## src/rtl/conv2d_stream_core.sv

```systemverilog
// conv2d_stream_core
// Streaming KxK 2D convolution engine. A weight set is loaded first, then a
// raster-order pixel stream is written into K circular line buffers. Each
// pixel that completes a valid window (stride 1 or 2) triggers a sequential
// K*K multiply-accumulate pass. The accumulator is right-shifted, saturated
// and offered downstream.
//
// Ports:
//   clk, rst            clock; synchronous active-high reset
//   wt_valid/wt_ready   weight beat handshake, wt_data row-major
//   wt_reload           request a new weight set (frame boundary only)
//   pix_valid/pix_ready pixel beat handshake, pix_data in raster order
//   stride2             0 = stride 1, 1 = stride 2 (captured at pixel (0,0))
//   shift               right shift applied to the accumulator
//   out_valid/out_ready result handshake, out_data saturated result
//   frame_done          one-cycle pulse after the last result of a frame
module conv2d_stream_core #(
  parameter int DATA_W = 8,
  parameter int IMG_W  = 16,
  parameter int IMG_H  = 16,
  parameter int K      = 4,
  parameter int ACC_W  = 20
) (
  input  logic                       clk,
  input  logic                       rst,
  input  logic                       wt_valid,
  output logic                       wt_ready,
  input  logic [DATA_W-1:0]          wt_data,
  input  logic                       wt_reload,
  input  logic                       pix_valid,
  output logic                       pix_ready,
  input  logic [DATA_W-1:0]          pix_data,
  input  logic                       stride2,
  input  logic [$clog2(ACC_W)-1:0]   shift,
  output logic                       out_valid,
  input  logic                       out_ready,
  output logic [DATA_W-1:0]          out_data,
  output logic                       frame_done
);

  localparam int COL_W = (IMG_W > 1) ? $clog2(IMG_W) : 1;
  localparam int ROW_W = (IMG_H > 1) ? $clog2(IMG_H) : 1;
  localparam int BUF_W = $clog2(K);
  localparam int NW    = K * K;
  localparam int WI_W  = $clog2(NW);

  localparam logic [COL_W-1:0]  COL_LAST = COL_W'(IMG_W - 1);
  localparam logic [ROW_W-1:0]  ROW_LAST = ROW_W'(IMG_H - 1);
  localparam logic [COL_W-1:0]  COL_KM1  = COL_W'(K - 1);
  localparam logic [ROW_W-1:0]  ROW_KM1  = ROW_W'(K - 1);
  localparam logic [BUF_W-1:0]  BUF_LAST = BUF_W'(K - 1);
  localparam logic [WI_W-1:0]   WI_LAST  = WI_W'(NW - 1);
  localparam logic              KM1_ODD  = 1'((K - 1) % 2);
  localparam logic [DATA_W-1:0] MAX_OUT  = {DATA_W{1'b1}};

  typedef enum logic [2:0] {
    WLOAD,
    STREAM,
    MAC,
    OUT,
    FEND
  } state_t;

  state_t r_state;
  state_t w_nextState;

  logic [DATA_W-1:0] r_weights [NW];
  logic [DATA_W-1:0] r_lineBuf [K][IMG_W];

  logic [WI_W-1:0]   r_wtCnt;
  logic [ROW_W-1:0]  r_row;
  logic [COL_W-1:0]  r_col;
  logic [BUF_W-1:0]  r_bufRow;
  logic              r_stride2;
  logic [WI_W-1:0]   r_macCnt;
  logic [BUF_W-1:0]  r_macKc;
  logic [BUF_W-1:0]  r_macBuf;
  logic [COL_W-1:0]  r_macCol;
  logic [COL_W-1:0]  r_winLeft;
  logic              r_lastWin;
  logic [ACC_W-1:0]  r_acc;
  logic              r_outValid;
  logic [DATA_W-1:0] r_outData;

  logic                w_atOrigin;
  logic                w_reloadNow;
  logic                w_pixReady;
  logic                w_pixHs;
  logic                w_wtHs;
  logic                w_outHs;
  logic                w_stride;
  logic                w_rowOk;
  logic                w_colOk;
  logic                w_winValid;
  logic                w_lastPix;
  logic                w_macLast;
  logic [2*DATA_W-1:0] w_prod;
  logic [ACC_W-1:0]    w_accNext;
  logic [ACC_W-1:0]    w_shifted;
  logic [DATA_W-1:0]   w_sat;

  // A reload request is only honoured at the start of a frame, and it wins
  // over a pixel offered in the same cycle, so pix_ready is withheld then.
  assign w_atOrigin  = (r_row == '0) && (r_col == '0);
  assign w_reloadNow = (r_state == STREAM) && wt_reload && w_atOrigin;
  assign w_pixReady  = (r_state == STREAM) && !(wt_reload && w_atOrigin);
  assign w_pixHs     = w_pixReady && pix_valid;
  assign w_wtHs      = (r_state == WLOAD) && wt_valid;
  assign w_outHs     = r_outValid && out_ready;

  // Stride is captured on pixel (0,0); that pixel itself uses the live input.
  // With stride 2 the window offset (r-K+1) must be even, i.e. r has the same
  // parity as K-1.
  assign w_stride   = w_atOrigin ? stride2 : r_stride2;
  assign w_rowOk    = (r_row >= ROW_KM1) && (!w_stride || (r_row[0] == KM1_ODD));
  assign w_colOk    = (r_col >= COL_KM1) && (!w_stride || (r_col[0] == KM1_ODD));
  assign w_winValid = w_rowOk && w_colOk;
  assign w_lastPix  = (r_row == ROW_LAST) && (r_col == COL_LAST);
  assign w_macLast  = (r_macCnt == WI_LAST);

  // One window tap per MAC cycle; products are unsigned and the accumulator
  // is sized so that the full K*K sum never overflows.
  assign w_prod    = (2*DATA_W)'(r_lineBuf[r_macBuf][r_macCol]) * (2*DATA_W)'(r_weights[r_macCnt]);
  assign w_accNext = r_acc + ACC_W'(w_prod);
  assign w_shifted = r_acc >> shift;
  assign w_sat     = (w_shifted > ACC_W'(MAX_OUT)) ? MAX_OUT : w_shifted[DATA_W-1:0];

  // State register for the load / stream / MAC / output / frame-end sequence.
  always_ff @(posedge clk) begin
    if (rst) begin
      r_state <= WLOAD;
    end else begin
      r_state <= w_nextState;
    end
  end

  // Next-state decode and the handshake outputs, which depend only on the
  // current state plus the reload qualification for pix_ready.
  always_comb begin
    w_nextState = r_state;
    wt_ready    = (r_state == WLOAD);
    pix_ready   = w_pixReady;
    out_valid   = r_outValid;
    out_data    = r_outData;
    frame_done  = (r_state == FEND);
    case (r_state)
      WLOAD: begin
        if (w_wtHs && (r_wtCnt == WI_LAST)) begin
          w_nextState = STREAM;
        end
      end
      STREAM: begin
        if (w_reloadNow) begin
          w_nextState = WLOAD;
        end else if (w_pixHs) begin
          if (w_winValid) begin
            w_nextState = MAC;
          end else if (w_lastPix) begin
            w_nextState = FEND;
          end
        end
      end
      MAC: begin
        if (w_macLast) begin
          w_nextState = OUT;
        end
      end
      OUT: begin
        if (w_outHs) begin
          w_nextState = r_lastWin ? FEND : STREAM;
        end
      end
      FEND: begin
        w_nextState = STREAM;
      end
      default: begin
        w_nextState = WLOAD;
      end
    endcase
  end

  // Datapath: weight store, line buffers, raster counters, MAC walk over the
  // window and the registered saturated result. The MAC walk starts at the
  // buffer holding the window's top row, which is the one after the buffer
  // just written (the oldest of the K rows).
  always_ff @(posedge clk) begin
    if (rst) begin
      for (int i = 0; i < NW; i++) begin
        r_weights[i] <= '0;
      end
      for (int b = 0; b < K; b++) begin
        for (int c = 0; c < IMG_W; c++) begin
          r_lineBuf[b][c] <= '0;
        end
      end
      r_wtCnt    <= '0;
      r_row      <= '0;
      r_col      <= '0;
      r_bufRow   <= '0;
      r_stride2  <= 1'b0;
      r_macCnt   <= '0;
      r_macKc    <= '0;
      r_macBuf   <= '0;
      r_macCol   <= '0;
      r_winLeft  <= '0;
      r_lastWin  <= 1'b0;
      r_acc      <= '0;
      r_outValid <= 1'b0;
      r_outData  <= '0;
    end else begin
      if (w_wtHs) begin
        r_weights[r_wtCnt] <= wt_data;
        r_wtCnt            <= (r_wtCnt == WI_LAST) ? '0 : r_wtCnt + 1'b1;
      end

      if (w_pixHs) begin
        r_lineBuf[r_bufRow][r_col] <= pix_data;
        if (w_atOrigin) begin
          r_stride2 <= stride2;
        end
        if (r_col == COL_LAST) begin
          r_col    <= '0;
          r_row    <= (r_row == ROW_LAST) ? '0 : r_row + 1'b1;
          r_bufRow <= (r_bufRow == BUF_LAST) ? '0 : r_bufRow + 1'b1;
        end else begin
          r_col <= r_col + 1'b1;
        end
        if (w_winValid) begin
          r_acc     <= '0;
          r_macCnt  <= '0;
          r_macKc   <= '0;
          r_macBuf  <= (r_bufRow == BUF_LAST) ? '0 : r_bufRow + 1'b1;
          r_macCol  <= r_col - COL_KM1;
          r_winLeft <= r_col - COL_KM1;
          r_lastWin <= w_lastPix;
        end
      end

      if (r_state == MAC) begin
        r_acc    <= w_accNext;
        r_macCnt <= r_macCnt + 1'b1;
        if (r_macKc == BUF_LAST) begin
          r_macKc  <= '0;
          r_macCol <= r_winLeft;
          r_macBuf <= (r_macBuf == BUF_LAST) ? '0 : r_macBuf + 1'b1;
        end else begin
          r_macKc  <= r_macKc + 1'b1;
          r_macCol <= r_macCol + 1'b1;
        end
      end

      if (r_state == OUT) begin
        if (!r_outValid) begin
          r_outValid <= 1'b1;
          r_outData  <= w_sat;
        end else if (out_ready) begin
          r_outValid <= 1'b0;
        end
      end

      if (r_state == FEND) begin
        r_row    <= '0;
        r_col    <= '0;
        r_bufRow <= '0;
      end
    end
  end

endmodule
```

## config.mk

```make
export PLATFORM = sky130hd
export DESIGN_NAME = conv2d_stream_core
export DESIGN_NICKNAME = d
export VERILOG_FILES = /design/src/rtl/conv2d_stream_core.sv
export SDC_FILE = /design/constraint.sdc
export NUM_CORES = 1
export LEC_CHECK = 0
export ABC_AREA = 1
export CORE_ASPECT_RATIO = 1.5
export CORE_MARGIN = 2
export CORE_UTILIZATION = 35
export CTS_CLUSTER_SIZE = 8
export DETAILED_ROUTE_END_ITERATION = 10
export GPL_ROUTABILITY_DRIVEN = 0
export PLACE_DENSITY_LB_ADDON = 0.15
export SYNTH_ARGS = -nofsm -noshare
export SYNTH_HDL_FRONTEND = slang
export SYNTH_SLANG_ARGS = --single-unit
```

## constraint.sdc

```tcl
create_clock -name clk -period 6.8 [get_ports clk]
set_input_delay 1.7 -clock clk [delete_from_list [all_inputs] [get_ports clk]]
set_output_delay 1.7 -clock clk [all_outputs]
set_load 0.05 [all_outputs]
```

==> run_summary.xml, run 1 <==
<?xml version="1.0" encoding="UTF-8"?>
<metrics>
  <group name="logic_synthesis">
    <metric name="postSynthAreaPerCell" unit="um^2">9.44</metric>
    <metric name="synth_cells" unit="">3741</metric>
    <metric name="yosys_warnings" unit="">0</metric>
    <metric name="synth.distinct_cells" unit="">41</metric>
    <metric name="synth_area" unit="um^2">35300</metric>
    <metric name="synth_fp_nets" unit="">3878</metric>
    <metric name="seq_area_frac_synth" unit="">0.583</metric>
    <metric name="number_of_register_bits_inferred_by_synthesis" unit="">708</metric>
  </group>
  <group name="finish">
    <metric name="final_cell_area" unit="um^2">39700</metric>
    <metric name="num-fill-cells" unit="">9890</metric>
    <metric name="flow.area_growth_from_synthesis" unit="%">12.5</metric>
    <metric name="regArea" unit="um^2">20600</metric>
    <metric name="antenna_cells_inserted" unit="">0</metric>
    <metric name="layout-drive-gt1-share" unit="">0.0714</metric>
    <metric name="nets" unit="">3850</metric>
    <metric name="multi_input_area" unit="um^2">12900</metric>
  </group>
  <group name="sta">
    <metric name="final_hold_viol_count" unit="">0</metric>
    <metric name="relSlewSlack" unit="">0.292</metric>
    <metric name="tns" unit="ns">0</metric>
    <metric name="rsz0062_at_grt" unit="">no</metric>
    <metric name="layout_worst_path_cycle_share" unit="">0.921</metric>
    <metric name="worst-slew-pin-transition" unit="ns">1.06</metric>
    <metric name="clock-skew-final" unit="ns">0.0307</metric>
    <metric name="max_freq" unit="GHz">0.160</metric>
    <metric name="slew_viol_final" unit="">0</metric>
    <metric name="fin_crit" unit="ns">6.26</metric>
    <metric name="finalSetupViolations" unit="">0</metric>
  </group>
  <group name="placement">
    <metric name="place.port_buffers" unit="">39</metric>
    <metric name="place_hpwl" unit="um">74100</metric>
    <metric name="placed_cell_area" unit="um^2">37000</metric>
  </group>
  <group name="power_and_ir_drop">
    <metric name="p_sw" unit="uW">2490</metric>
    <metric name="sw_frac_of_total" unit="">0.243</metric>
    <metric name="clock_power_share" unit="">0.442</metric>
    <metric name="vdd.ir_drop.worst" unit="mV">0.181</metric>
    <metric name="total_leakage_power" unit="uW">0.0156</metric>
    <metric name="power.density" unit="nW/um^2">258</metric>
    <metric name="share_seq_of_total_power" unit="">0.481</metric>
    <metric name="total_power" unit="uW">10300</metric>
    <metric name="comb_power_share" unit="">0.077</metric>
    <metric name="intPower" unit="uW">7770</metric>
  </group>
  <group name="critical_path">
    <metric name="critPathRequiredTime" unit="ns">7.35</metric>
    <metric name="timing.critical_path.buf_inv" unit="">5</metric>
    <metric name="critical_path_class" unit="">reg -&gt; reg</metric>
    <metric name="worstPathArrival" unit="ns">6.81</metric>
    <metric name="setup.worst_path.end_class" unit="">flop</metric>
    <metric name="cp_num_cells" unit="">24</metric>
    <metric name="cp-start-kind" unit="">flop</metric>
    <metric name="path_max_fanout" unit="">40</metric>
    <metric name="timing.critical_path.cells" unit="">inv_6 &gt; buf_4 &gt; nor2_1 &gt; o211ai_1 &gt; nand3_1 &gt; nand4_1 &gt; nand3_1 &gt; nand2_1 &gt; nand2_1 &gt; fa_1 &gt; inv_1 &gt; fa_1 &gt; inv_1 &gt; fa_1 &gt; fa_1 &gt; inv_1 &gt; ha_1 &gt; a21oi_1 &gt; nand2_1 &gt; a21boi_0 &gt; o21bai_1 &gt; or2_2 &gt; nand3_1 &gt; a21oi_1</metric>
    <metric name="reg2reg_depth" unit="">24</metric>
    <metric name="cp_common_cell" unit="">sky130_fd_sc_hd__fa_1</metric>
    <metric name="family_of_cells_with_the_greatest_summed_delay_on_the_critical_path" unit="">adder cells</metric>
    <metric name="crit_path_top_delay_cell" unit="">sky130_fd_sc_hd__fa_1</metric>
    <metric name="timing.critical_path.slowest_cell_delay" unit="ns">0.52</metric>
  </group>
  <group name="floorplan">
    <metric name="fp.dieH" unit="um">393</metric>
    <metric name="std_cell_rows" unit="">142</metric>
    <metric name="top_level_ports" unit="">40</metric>
    <metric name="floorplan.die.width" unit="um">263</metric>
    <metric name="core_area" unit="um^2">100000</metric>
    <metric name="dieArea" unit="um^2">103000</metric>
    <metric name="start_util" unit="">0.353</metric>
  </group>
  <group name="global_route">
    <metric name="globalRouteTotalUtil" unit="">0.217</metric>
    <metric name="global_route_wire_length_before_repair" unit="um">168000</metric>
    <metric name="grt_pass1_vias" unit="">26800</metric>
    <metric name="grt_antenna_before_repair" unit="">3</metric>
    <metric name="grt_remaining_overflow" unit="">0</metric>
    <metric name="grt_max_degree" unit="">100</metric>
  </group>
  <group name="drt">
    <metric name="first_pass_iters" unit="">5</metric>
    <metric name="drt_iter0_drc" unit="">1826</metric>
    <metric name="detail_route.drc_violations" unit="">0</metric>
    <metric name="postRouteWirelength" unit="um">113000</metric>
    <metric name="routedWlPerCell" unit="um">22.4</metric>
    <metric name="drt-vias-per-instance" unit="">5.29</metric>
    <metric name="ant_nets" unit="">0</metric>
    <metric name="route.vias.total" unit="">26700</metric>
  </group>
  <group name="clocking">
    <metric name="ctsHoldBuffers" unit="">0</metric>
    <metric name="cts_max_path_buffers" unit="">3</metric>
    <metric name="ctsResizeCount" unit="">0</metric>
    <metric name="root_buffer_cell" unit="">sky130_fd_sc_hd__clkbuf_16</metric>
    <metric name="cts_max_level" unit="">3</metric>
    <metric name="cts_made_buffers" unit="">98</metric>
    <metric name="clock-sinks" unit="">708</metric>
    <metric name="worst_setup_hold_path_clk_slew" unit="ns">0.05</metric>
    <metric name="cts.repair_timing.setup_buffer_count" unit="">0</metric>
    <metric name="cts_tree" unit="">yes</metric>
    <metric name="clkLatencyLatePin" unit="ns">0.69</metric>
  </group>
  <group name="run">
    <metric name="drv_cap" unit="">0</metric>
  </group>
  <group name="hold_path">
    <metric name="min_delay_path_class" unit="">reg -&gt; reg</metric>
    <metric name="worst_hold_path.num_cells" unit="">2</metric>
  </group>
  <group name="run_status">
    <metric name="run_status" unit="">complete, no violations</metric>
  </group>
</metrics>
-- power groups by stage --
stage | registers, uW | clock network (uW) | logic, uW
4_1_cts | 4940 | 4600 | 797
6_report | 4940 | 4530 | 789
2_1_floorplan | 5000 | 0 | 515
5_1_grt | 4950 | 4750 | 885
3_3_place_gp | 5020 | 0 | 797
3_5_place_dp | 5020 | 0 | 792
-- stage by stage --
| stage | hold slack (ns) | utilization | std cells | setup WS [ns] |
|---|---|---|---|---|
| after floorplan | 0.430 | - | 3741 | 1.53 |
| after global placement | 0.446 | 0.370 | 4909 | 0.627 |
| after detailed placement | 0.454 | 0.370 | 4909 | 0.614 |
| after CTS | 0.461 | 0.397 | 5050 | 0.571 |
| after global routing | 0.480 | 0.397 | 5050 | 0.176 |
| final | 0.459 | 0.397 | 5050 | 0.538 |
-- Yosys cell counts --
cell type,count,area [um^2]
sky130_fd_sc_hd__a211oi_1,2,15.0
sky130_fd_sc_hd__a21boi_0,3,22.5
sky130_fd_sc_hd__a21boi_1,1,7.51
sky130_fd_sc_hd__a21o_1,2,15.0
sky130_fd_sc_hd__a21oi_1,149,746
sky130_fd_sc_hd__a31oi_1,1,6.26
sky130_fd_sc_hd__buf_1,22,82.6
sky130_fd_sc_hd__buf_2,31,155
sky130_fd_sc_hd__buf_4,4,30.0
sky130_fd_sc_hd__clkbuf_1,166,623
sky130_fd_sc_hd__clkinv_1,6,22.5
sky130_fd_sc_hd__dfxtp_1,68,1360
sky130_fd_sc_hd__edfxtp_1,640,19200
sky130_fd_sc_hd__fa_1,50,1000
sky130_fd_sc_hd__ha_1,59,738
sky130_fd_sc_hd__inv_1,222,833
sky130_fd_sc_hd__inv_2,12,45.0
sky130_fd_sc_hd__mux2_2,2,22.5
sky130_fd_sc_hd__mux2i_1,30,300
sky130_fd_sc_hd__nand2_1,476,1790
sky130_fd_sc_hd__nand2_2,66,413
sky130_fd_sc_hd__nand3_1,160,801
sky130_fd_sc_hd__nand3b_1,5,37.5
sky130_fd_sc_hd__nand4_1,21,131
sky130_fd_sc_hd__nor2_1,1021,3830
sky130_fd_sc_hd__nor2_2,2,12.5
sky130_fd_sc_hd__nor2_4,5,56.3
sky130_fd_sc_hd__nor3_1,9,45.0
sky130_fd_sc_hd__nor3_4,3,48.8
sky130_fd_sc_hd__nor3b_1,1,7.51
sky130_fd_sc_hd__nor4_1,1,6.26
sky130_fd_sc_hd__o211ai_1,91,683
sky130_fd_sc_hd__o21a_1,1,7.51
sky130_fd_sc_hd__o21ai_0,325,1630
sky130_fd_sc_hd__o21ai_2,1,8.76
sky130_fd_sc_hd__o21bai_1,3,22.5
sky130_fd_sc_hd__o221ai_1,9,78.8
sky130_fd_sc_hd__o22ai_1,60,375
sky130_fd_sc_hd__or2_2,8,50.1
sky130_fd_sc_hd__xnor2_1,1,8.76
sky130_fd_sc_hd__xor2_1,2,17.5
-- worst register-to-register path, stage by stage (launching register included) --
cell	delay [ns]
sky130_fd_sc_hd__dfxtp_4	0.38
sky130_fd_sc_hd__inv_6	0.30
sky130_fd_sc_hd__buf_4	0.37
sky130_fd_sc_hd__nor2_1	0.07
sky130_fd_sc_hd__o211ai_1	0.20
sky130_fd_sc_hd__nand3_1	0.19
sky130_fd_sc_hd__nand4_1	0.23
sky130_fd_sc_hd__nand3_1	0.37
sky130_fd_sc_hd__nand2_1	0.25
sky130_fd_sc_hd__nand2_1	0.09
sky130_fd_sc_hd__fa_1	0.52
sky130_fd_sc_hd__inv_1	0.06
sky130_fd_sc_hd__fa_1	0.50
sky130_fd_sc_hd__inv_1	0.06
sky130_fd_sc_hd__fa_1	0.48
sky130_fd_sc_hd__fa_1	0.50
sky130_fd_sc_hd__inv_1	0.05
sky130_fd_sc_hd__ha_1	0.34
sky130_fd_sc_hd__a21oi_1	0.17
sky130_fd_sc_hd__nand2_1	0.12
sky130_fd_sc_hd__a21boi_0	0.33
sky130_fd_sc_hd__o21bai_1	0.12
sky130_fd_sc_hd__or2_2	0.28
sky130_fd_sc_hd__nand3_1	0.07
sky130_fd_sc_hd__a21oi_1	0.09
-- flip-flops by register name, indices dropped and copies added (netlist names), 8 cells and up, named ones only --
register / flops
r_acc: 20
out_data: 8
r_lineBuf: 512
r_weights: 128
-- routing by layer --
layer | wire [um] | share of wire | vias up | GRT usage
li1 | - | - | 12600 | -
met5 | 13 | 0.00011 | - | 0
met4 | 4620 | 0.041 | 2 | 0.0969
met1 | 43900 | 0.39 | 13200 | 0.248
met3 | 4640 | 0.041 | 231 | 0.0249
met2 | 60000 | 0.53 | 689 | 0.407
-- path summary, 6_finish.rpt --
path,to,from,slack [ns]
worst max-delay path,r_acc[13],r_macBuf[0],0.54
worst min-delay path,r_stride2,r_stride2,0.46
worst max register to register,r_acc[13],r_macBuf[0],0.54
worst min register to register,r_stride2,r_stride2,0.46
-- kinds of logic after synthesis --
group           synth area share
simple gates               0.205
flops                      0.583
compound gates             0.102
buf+inv                   0.0508
fa+ha+maj                 0.0493
mux                      0.00914
xor+xnor                0.000744
-- placed cells by master (no fill, tap or decap), types with 30 or more instances in the layout --
cell type	Yosys	final
sky130_fd_sc_hd__nor2_1	1021	1020
sky130_fd_sc_hd__edfxtp_1	640	640
sky130_fd_sc_hd__nand2_1	476	476
sky130_fd_sc_hd__o21ai_0	325	325
sky130_fd_sc_hd__inv_1	222	221
sky130_fd_sc_hd__nand3_1	160	160
sky130_fd_sc_hd__a21oi_1	149	149
sky130_fd_sc_hd__clkbuf_16	0	101
sky130_fd_sc_hd__o211ai_1	91	91
sky130_fd_sc_hd__nand2_2	66	66
sky130_fd_sc_hd__dfxtp_1	68	64
sky130_fd_sc_hd__o22ai_1	60	60
sky130_fd_sc_hd__ha_1	59	59
sky130_fd_sc_hd__fa_1	50	50
sky130_fd_sc_hd__buf_4	4	46
sky130_fd_sc_hd__clkdlybuf4s50_1	0	38
sky130_fd_sc_hd__clkbuf_1	166	36
sky130_fd_sc_hd__mux2i_1	30	30
-- cell type report --
type | count | area share
well taps | 1296 | 0.0408
clock inverters | 4 | 0.00161
inverters | 240 | 0.0231
flip-flops and latches | 708 | 0.518
clock buffers | 137 | 0.0670
multi-input cells | 2570 | 0.326
repair buffers | 95 | 0.0234
Power figures use the tool's default switching activity.
==> run 2: changes to the inputs <==
Settings changed: CORE_MARGIN 2 to 1.
==> run_summary.xml, run 2 (synthesized netlist as in run 1, its figures left out) <==
<?xml version="1.0" encoding="UTF-8"?>
<metrics>
  <group name="clocking">
    <metric name="cts_tree" unit="">yes</metric>
    <metric name="cts.repair_timing.setup_buffer_count" unit="">0</metric>
    <metric name="root_buffer_cell" unit="">sky130_fd_sc_hd__clkbuf_16</metric>
    <metric name="cts_max_path_buffers" unit="">3</metric>
    <metric name="ctsHoldBuffers" unit="">0</metric>
    <metric name="clock-sinks" unit="">708</metric>
    <metric name="ctsResizeCount" unit="">0</metric>
    <metric name="worst_setup_hold_path_clk_slew" unit="ns">0.06</metric>
    <metric name="cts_made_buffers" unit="">98</metric>
    <metric name="cts_max_level" unit="">3</metric>
    <metric name="clkLatencyLatePin" unit="ns">0.69</metric>
  </group>
  <group name="critical_path">
    <metric name="cp-start-kind" unit="">flop</metric>
    <metric name="timing.critical_path.cells" unit="">inv_2 &gt; buf_4 &gt; o21ai_0 &gt; o22ai_1 &gt; nand2_1 &gt; nand4_1 &gt; nand3_1 &gt; nand2_1 &gt; nand2_1 &gt; fa_1 &gt; inv_1 &gt; fa_1 &gt; inv_1 &gt; fa_1 &gt; fa_1 &gt; inv_1 &gt; ha_1 &gt; a21oi_1 &gt; nand2_1 &gt; a21boi_0 &gt; o21bai_1 &gt; or2_2 &gt; nand3_1 &gt; a21oi_1</metric>
    <metric name="crit_path_top_delay_cell" unit="">sky130_fd_sc_hd__fa_1</metric>
    <metric name="worstPathArrival" unit="ns">6.70</metric>
    <metric name="rr_startpoint" unit="">r_macBuf[1]</metric>
    <metric name="setup.worst_path.end_class" unit="">flop</metric>
    <metric name="timing.critical_path.slowest_cell_delay" unit="ns">0.52</metric>
    <metric name="path_max_fanout" unit="">29</metric>
    <metric name="timing.reg2reg.setup_slack" unit="ns">0.61</metric>
    <metric name="reg2reg_depth" unit="">24</metric>
    <metric name="critPathRequiredTime" unit="ns">7.31</metric>
    <metric name="worst_r2r_endpoint" unit="">r_acc[13]</metric>
    <metric name="critical_path_class" unit="">reg -&gt; reg</metric>
  </group>
  <group name="power_and_ir_drop">
    <metric name="total_leakage_power" unit="uW">0.0156</metric>
    <metric name="vdd.ir_drop.worst" unit="mV">0.190</metric>
    <metric name="power.density" unit="nW/um^2">258</metric>
  </group>
  <group name="finish">
    <metric name="stdcell_count" unit="">5061</metric>
    <metric name="largest_register_ffs" unit="">512</metric>
    <metric name="reg_top3" unit="">r_lineBuf (512), r_weights (128), r_acc (20)</metric>
    <metric name="top_register" unit="">r_lineBuf</metric>
    <metric name="flow.area_growth_from_synthesis" unit="%">12.5</metric>
    <metric name="regArea" unit="um^2">20600</metric>
    <metric name="num-fill-cells" unit="">9963</metric>
    <metric name="layout_common_cells" unit="">sky130_fd_sc_hd__nor2_1 (1,020), sky130_fd_sc_hd__edfxtp_1 (640), sky130_fd_sc_hd__nand2_1 (476)</metric>
    <metric name="layout-drive-gt1-share" unit="">0.0701</metric>
    <metric name="layout.cells.most_common" unit="">sky130_fd_sc_hd__nor2_1</metric>
    <metric name="multi_input_area" unit="um^2">12900</metric>
    <metric name="nets" unit="">3847</metric>
  </group>
  <group name="drt">
    <metric name="drt-vias-per-instance" unit="">5.20</metric>
    <metric name="route.vias.total" unit="">26300</metric>
    <metric name="first_pass_iters" unit="">11</metric>
    <metric name="routed-wl-met3" unit="um">4470</metric>
    <metric name="wl_met1" unit="um">43600</metric>
    <metric name="postRouteWirelength" unit="um">111000</metric>
    <metric name="detail_route.drc_violations" unit="">2</metric>
    <metric name="met2_wirelength" unit="um">59000</metric>
    <metric name="routedWlPerCell" unit="um">21.9</metric>
    <metric name="ant_nets" unit="">0</metric>
    <metric name="drt_iter0_drc" unit="">2043</metric>
    <metric name="highest_layer" unit="">met4</metric>
  </group>
  <group name="placement">
    <metric name="place_hpwl" unit="um">73000</metric>
    <metric name="place.port_buffers" unit="">39</metric>
    <metric name="place.detailed.instances" unit="">4906</metric>
  </group>
  <group name="hold_path">
    <metric name="worstHoldStart" unit="">r_stride2</metric>
    <metric name="worst_hold_path.num_cells" unit="">2</metric>
    <metric name="min_delay_path_class" unit="">reg -&gt; reg</metric>
    <metric name="whs_endpoint" unit="">r_stride2</metric>
  </group>
  <group name="sta">
    <metric name="relSlewSlack" unit="">0.231</metric>
    <metric name="final.hold.worst_slack" unit="ns">0.455</metric>
    <metric name="finalSetupViolations" unit="">0</metric>
    <metric name="max_freq" unit="GHz">0.162</metric>
    <metric name="fin_crit" unit="ns">6.19</metric>
    <metric name="worst-slew-pin-transition" unit="ns">1.15</metric>
    <metric name="layout_worst_path_cycle_share" unit="">0.910</metric>
    <metric name="tns" unit="ns">0</metric>
    <metric name="slew_viol_final" unit="">0</metric>
    <metric name="final_hold_viol_count" unit="">0</metric>
    <metric name="clock-skew-final" unit="ns">0.0323</metric>
    <metric name="rsz0062_at_grt" unit="">no</metric>
  </group>
  <group name="global_route">
    <metric name="globalRouteTotalUtil" unit="">0.218</metric>
    <metric name="grt_remaining_overflow" unit="">0</metric>
    <metric name="grt_max_degree" unit="">131</metric>
    <metric name="grt_pass1_vias" unit="">26300</metric>
    <metric name="global_route_wire_length_before_repair" unit="um">166000</metric>
    <metric name="grt_antenna_before_repair" unit="">0</metric>
  </group>
  <group name="floorplan">
    <metric name="fp.dieH" unit="um">391</metric>
    <metric name="core_area" unit="um^2">99900</metric>
    <metric name="dieArea" unit="um^2">102000</metric>
    <metric name="top_level_ports" unit="">40</metric>
    <metric name="start_util" unit="">0.354</metric>
    <metric name="std_cell_rows" unit="">142</metric>
    <metric name="floorplan.die.width" unit="um">261</metric>
  </group>
  <group name="run_status">
    <metric name="violations" unit="">DRC</metric>
    <metric name="run_status" unit="">finished, violations left</metric>
  </group>
  <group name="run">
    <metric name="drv_cap" unit="">0</metric>
  </group>
</metrics>
==> run 2: changes by cell type in the layout (fill, tap and decap cells not counted), sizes merged <==
cell,previous run,this run
clkbuf,137,149
inv,229,235
clkinv,15,10
buf,57,54
diode,0,1
==> run 2: where the power goes <==
group	switching, uW	leakage (uW)	internal, uW
registers	51.2	0.00716	4890
clock network	1870	0.00132	2660
logic	578	0.00714	205
==> run 2: per-stage QoR <==
step / utilization / worst slack, ns / total power [uW] / cell area, um^2
2_1_floorplan: - / 1.53 / 5510 / 35300
3_3_place_gp: 0.370 / 0.624 / 5810 / 37000
3_5_place_dp: 0.370 / 0.645 / 5810 / 37000
4_1_cts: 0.398 / 0.623 / 10400 / 39700
5_1_grt: 0.398 / 0.184 / 10600 / 39700
6_report: 0.398 / 0.609 / 10300 / 39700
==> run 2: worst max path at each step <==
stage	start	to	slack (ns)	cells past startpoint
6_report	r_macBuf[1]	r_acc[13]	0.61	24
5_1_grt	r_macBuf[0]	r_acc[18]	0.18	28
4_1_cts	r_macBuf[1]	r_acc[13]	0.62	24
3_5_place_dp	r_macBuf[1]	r_acc[13]	0.64	25
3_3_place_gp	r_macBuf[0]	r_acc[17]	0.62	27
2_1_floorplan	r_macBuf[0]	r_acc[13]	1.53	26
==> run 2: critical path: cells and delay by family, from the launching register on <==
kind                       cells  cell delay [ns]
buffers and inverters          5             0.89
and+or+nand+nor                8             1.50
DFF                            1             0.36
adders and majority gates      5             2.32
AOI/OAI and AO/OA              6             0.93
==> run 2: final cells by class <==
type,instances,area share
clock inverters,5,0.00202
flip-flops and latches,708,0.518
inverters,240,0.0229
clock buffers,149,0.0671
multi-input cells,2570,0.326
diodes,1,0.0000630
repair buffers,92,0.0232
well taps,1296,0.0408
==> run 2: layer usage <==
metal,vias to the layer above,track usage
li1,12600,-
met1,12900,0.255
met2,626,0.402
met3,167,0.0286
met4,0,0.0792
met5,-,0
